--- config.mk ---
export PLATFORM = sky130hd
export DESIGN_NAME = tone_period_meter
export DESIGN_NICKNAME = d
export VERILOG_FILES = /design/src/rtl/tone_period_meter.sv
export SDC_FILE = /design/constraint.sdc
export NUM_CORES = 1
export LEC_CHECK = 0
export ABC_AREA = 1
export CAP_MARGIN = 5
export CORE_AREA = 8 8 136 138
export DETAILED_ROUTE_END_ITERATION = 10
export DIE_AREA = 0 0 144 146
export DONT_BUFFER_PORTS = 1
export PLACE_DENSITY = 0.55
export SKIP_CTS_REPAIR_TIMING = 1
export SLEW_MARGIN = 15
export SYNTH_ARGS = -nofsm -noshare
export SYNTH_HDL_FRONTEND = slang
export SYNTH_SLANG_ARGS = --single-unit
--- constraint.sdc ---
create_clock -name clk -period 4.4 [get_ports clk]
set_input_delay 0.88 -clock clk [delete_from_list [all_inputs] [get_ports clk]]
set_output_delay 0.88 -clock clk [all_outputs]
set_load 0.005 [all_outputs]
--- src/rtl/tone_period_meter.sv ---
// tone_period_meter
// Measures the half-period of an asynchronous square wave in clk cycles, in the
// same units as tone_generator's tone_switch_period. Both edges of the
// synchronised input are timed. A value is reported only after two consecutive
// intervals agree within TOLERANCE. A long gap with no edge reports silence
// (period = 0).
//
// state         | meaning
// --------------+--------------------------------------------------------------
// ST_SILENT     | no recent edges; interval counter frozen, period = 0
// ST_FIRST_EDGE | one edge seen, timing the first interval
// ST_CANDIDATE  | holding an unconfirmed interval in cand, waiting for a match
// ST_LOCKED     | consecutive intervals agree; period tracks the input

module tone_period_meter #(
    parameter int WIDTH       = 24,
    parameter int SYNC_STAGES = 2,
    parameter int TOLERANCE   = 4,
    parameter int TIMEOUT     = 4000000
) (
    input  logic             clk,
    input  logic             rst,
    input  logic             sq_in,
    output logic [WIDTH-1:0] period,
    output logic             period_valid,
    output logic             locked,
    output logic             silent
);

    typedef enum logic [1:0] {
        ST_SILENT     = 2'd0,
        ST_FIRST_EDGE = 2'd1,
        ST_CANDIDATE  = 2'd2,
        ST_LOCKED     = 2'd3
    } state_t;

    localparam logic [WIDTH-1:0] TIMEOUT_W = WIDTH'(TIMEOUT);
    localparam logic [WIDTH:0]   TOL_W     = (WIDTH+1)'(TOLERANCE);

    logic [SYNC_STAGES-1:0] sync_q, sync_d;
    logic                   prev_q, prev_d;
    logic [WIDTH-1:0]       cnt_q, cnt_d;
    logic [WIDTH-1:0]       cand_q, cand_d;
    logic [WIDTH-1:0]       period_q, period_d;
    logic                   period_valid_q, period_valid_d;
    state_t                 state_q, state_d;

    logic                   sq_s;
    logic                   edge_s;
    logic [WIDTH:0]         diff;
    logic [WIDTH:0]         diff_abs;
    logic                   agree;
    logic                   timeout_hit;

    // Synchroniser shift and edge detection on the synchronised input.
    always_comb begin
        sync_d = {sync_q[SYNC_STAGES-2:0], sq_in};
        sq_s   = sync_q[SYNC_STAGES-1];
        prev_d = sq_s;
        edge_s = sq_s ^ prev_q;
    end

    // Interval comparison; cnt saturates so the extra bit only carries the sign.
    always_comb begin
        diff        = {1'b0, cnt_q} - {1'b0, cand_q};
        diff_abs    = diff[WIDTH] ? ({(WIDTH+1){1'b0}} - diff) : diff;
        agree       = (diff_abs <= TOL_W);
        timeout_hit = (cnt_q == TIMEOUT_W);
    end

    // Interval counter: restart at each edge, frozen while silent, saturating otherwise.
    always_comb begin
        if (edge_s) begin
            cnt_d = WIDTH'(1);
        end else if (state_q == ST_SILENT) begin
            cnt_d = cnt_q;
        end else if (timeout_hit) begin
            cnt_d = cnt_q;
        end else begin
            cnt_d = cnt_q + WIDTH'(1);
        end
    end

    // Lock/qualify next-state logic; an edge takes precedence over the timeout.
    always_comb begin
        state_d        = state_q;
        cand_d         = cand_q;
        period_d       = period_q;
        period_valid_d = 1'b0;

        case (state_q)
            ST_SILENT: begin
                if (edge_s) begin
                    state_d = ST_FIRST_EDGE;
                end
            end
            ST_FIRST_EDGE: begin
                if (edge_s) begin
                    cand_d  = cnt_q;
                    state_d = ST_CANDIDATE;
                end
            end
            ST_CANDIDATE: begin
                if (edge_s) begin
                    if (agree) begin
                        period_d       = cnt_q;
                        period_valid_d = 1'b1;
                        state_d        = ST_LOCKED;
                    end else begin
                        cand_d = cnt_q;
                    end
                end
            end
            ST_LOCKED: begin
                if (edge_s) begin
                    cand_d = cnt_q;
                    if (agree) begin
                        period_d       = cnt_q;
                        period_valid_d = (cnt_q != period_q);
                    end else begin
                        state_d = ST_CANDIDATE;
                    end
                end
            end
            default: begin
                state_d = ST_SILENT;
            end
        endcase

        if ((state_q != ST_SILENT) && !edge_s && timeout_hit) begin
            state_d        = ST_SILENT;
            period_d       = '0;
            cand_d         = '0;
            period_valid_d = (period_q != '0);
        end
    end

    // Synchroniser and previous-sample flops.
    always_ff @(posedge clk or posedge rst) begin
        if (rst) begin
            sync_q <= '0;
            prev_q <= 1'b0;
        end else begin
            sync_q <= sync_d;
            prev_q <= prev_d;
        end
    end

    // Interval counter and candidate interval registers.
    always_ff @(posedge clk or posedge rst) begin
        if (rst) begin
            cnt_q  <= '0;
            cand_q <= '0;
        end else begin
            cnt_q  <= cnt_d;
            cand_q <= cand_d;
        end
    end

    // FSM state register.
    always_ff @(posedge clk or posedge rst) begin
        if (rst) begin
            state_q <= ST_SILENT;
        end else begin
            state_q <= state_d;
        end
    end

    // Registered period report and its strobe.
    always_ff @(posedge clk or posedge rst) begin
        if (rst) begin
            period_q       <= '0;
            period_valid_q <= 1'b0;
        end else begin
            period_q       <= period_d;
            period_valid_q <= period_valid_d;
        end
    end

    // Status outputs decode directly from the registered state.
    always_comb begin
        period       = period_q;
        period_valid = period_valid_q;
        locked       = (state_q == ST_LOCKED);
        silent       = (state_q == ST_SILENT);
    end

endmodule

==> metrics.yaml, run 1 <==
status: "finished, final reports clean"
via_per_inst: 5.22
critPathRequiredTime_ns: 4.62
wl_per_cell_microns: 16.1
synth_area_sq_um: 6430
root_buffer: "clkbuf_16"
clockBufferDepth: 2
finalSetupTns_ns: 0
worstRegToRegCells: 24
synth_nets: 988
setup_violations: 0
synth_ff_type: "dfrtp_1"
antenna_cells: 0
hold_depth: 0
grt_pass1_wl_microns: 30900
critPathArrivalTime_ns: 4.26
cp_max_fo: 31
area.growth.synth_to_final_pct: 8.29
cts_sinks: 78
drt_pre_antenna_iters: 6
grt_pass1_vias: 5873
clock_latency_ns: 0.34
min_period_ns: 4.04
min_to: "sync_q[1]"
synth-edff-count: 0
netlist_instances: 958
total_power_mw: 4.51
die_area_sq_um: 21000
worst_slew_pin_slew_ns: 0.944
rsz0062_at_grt: "false"
syn_avg_cell_area_sq_um: 6.71
grt_util_all_layers: 0.188
die_h_microns: 146
synth_most_common_cell: "nand2_1"
ir_drop_v: 0.000297
num_vias: 6176
synth_top_area_share: 0.304
cellLeakagePower_nw: 3.56
nets: 989
synth_common_cells: "nand2_1, inv_1, dfrtp_1"
async_reset_ff_frac: 1.00
io_pins: 30
yosysUniqueCellTypes: 47
hold_class: "flop to flop"
finalClockSkew_ns: 0.00716
crit_path_end_kind: "flop"
coreArea_sq_um: 16300
cp-start-kind: "flop"
rr_endpoint: "cand_q[2]"
cts_tree: "built"
cts.htree.levels: 3
synth.area.top_cells: "dfrtp_1, nand2_1, inv_1"
holdWs_ns: 0.350
path_class: "flop to flop"
power_density_nw_per_um2: 647
fillCellCount: 1769
fin_cells: 1184
r2r_slack_ns: 0.36
drt-initial-drc-count: 423
synth_top_cell_by_area: "dfrtp_1"
ys_seq_area_frac: 0.304
timing.final.max_slew_violations: 0
synth-seq-cells: 78
drive_gt1_frac: 0.127
fp-row-count: 47
yosysWarnings: 0
die_w_microns: 144
relSlewSlack: 0.370
drcViolationCount: 0
overflow: 0
cap_violations: 0
timing_hold_violations_final: 0
place_inst: 1168
fin_crit_sh: 0.918
antenna_found_initial: 0
gp_congestion: 0.903
wl_microns: 19000
hp-start: "sync_q[0]"
cts_buffers: 9
antenna_left: 0
r2r_start: "cnt_q[0]"
start_util: 0.395
hpwl_microns: 15200
fmaxAchievable_mhz: 248
clkTransAtPathRegs_ns: 0.06
io_buffer_count: 0
grt_start_max_net_pins: 55
-- layer usage --
| metal | up-vias | track usage | share of wire |
|---|---|---|---|
| li1 | 3140 | - | - |
| met1 | 2841 | 0.248 | 0.47 |
| met2 | 161 | 0.296 | 0.45 |
| met3 | 34 | 0.0400 | 0.053 |
| met4 | 0 | 0.0621 | 0.026 |
| met5 | - | 0 | 0 |
-- critical path, cell delays in order, from the launching register on --
cell and delay (ns):
dfrtp_1 0.38, inv_1 0.14, ha_1 0.27, fa_1 0.45, inv_2 0.10, nand3_1 0.12
nand3_1 0.15, nand2_2 0.09, nor2_1 0.19, nand3_1 0.14, nor2_2 0.13, nand2_2 0.10
nor2_4 0.13, nand2_1 0.08, nand3_1 0.07, nand3_1 0.08, nor2_1 0.16, nand3_1 0.14
nor2_2 0.13, nand2_1 0.13, nand2_2 0.09, nand2_2 0.06, o21ai_4 0.19, buf_12 0.26
o21ai_0 0.10
-- worst max path at each step --
| stage | startpoint | endpoint | cells after the start |
|---|---|---|---|
| final | cnt_q[0] | cand_q[2] | 24 |
| after global routing | cnt_q[0] | cand_q[4] | 27 |
| after CTS | cnt_q[0] | cand_q[3] | 26 |
| after detailed placement | cnt_q[0] | cand_q[3] | 26 |
| after global placement | cnt_q[0] | cand_q[3] | 26 |
| after floorplan | cnt_q[0] | cand_q[4] | 24 |
-- state kept, by name, summed over array words and instances, names as in the netlist --
register and cells:
cand_q 24, cnt_q 24, period 24, period_valid 1, prev_q 1, state_q 2, sync_q 2
-- metrics by stage --
step | utilization | setup WS, ns | instance area, sq um
finish | 0.427 | 0.362 | 6960
global placement | 0.407 | 0.459 | 6620
detailed placement | 0.407 | 0.422 | 6620
global route | 0.427 | 0.0258 | 6960
floorplan | - | 1.21 | 6430
CTS | 0.427 | 0.412 | 6960
-- placed cells by master, fill, tap and decap left out, types with 7 or more instances in the layout --
| master | count |
|---|---|
| inv_2 | 11 |
| inv_1 | 151 |
| nor3_1 | 24 |
| nand2_1 | 251 |
| o22ai_1 | 36 |
| nand3_1 | 63 |
| nand2_2 | 42 |
| nor4_1 | 10 |
| o21ai_0 | 33 |
| a21oi_1 | 39 |
| o21ai_2 | 19 |
| nor2_1 | 68 |
| clkbuf_16 | 9 |
| nand4_1 | 23 |
| ha_1 | 26 |
| nor2_2 | 9 |
| buf_4 | 7 |
| nand3_2 | 8 |
| dfrtp_1 | 78 |
-- logic make-up (layout without fill, tap and decap cells) --
family	after synthesis	in the layout	share of synthesized area
buffers and inverters	183	189	0.122
and+or+nand+nor	512	512	0.366
adders and majority gates	27	27	0.0537
AOI/OAI and AO/OA	149	149	0.141
xor gates and xnor gates	9	9	0.0134
DFF	78	78	0.304
-- final cells by class --
class,count,area [sq um],share of cell area
Multi-Input combinational cell,697,3700,0.532
Sequential cell,78,1950,0.280
Inverter,165,621,0.0891
Tap cell,220,275,0.0395
Clock buffer,10,229,0.0329
Clock inverter,6,110,0.0158
Timing Repair Buffer,8,72.6,0.0104
-- report_power, final --
group	total, mW	internal (mW)	leakage (nW)	switching (mW)
Clock	0.851	0.553	0.159	0.298
Sequential	0.811	0.756	1.07	0.0550
Combinational	2.84	0.890	2.33	1.95
Note: power is estimated with default switching activity, not from simulation.
==> run 2, diff against run 1 <==
--- a/config.mk
+++ b/config.mk
@@ -6,7 +6,6 @@
 export NUM_CORES = 1
 export LEC_CHECK = 0
 export ABC_AREA = 1
-export CAP_MARGIN = 5
 export CORE_AREA = 8 8 136 138
 export DETAILED_ROUTE_END_ITERATION = 10
 export DIE_AREA = 0 0 144 146
==> results of run 2 <==
Final layout, timing and power as in run 1 (identical DEF).
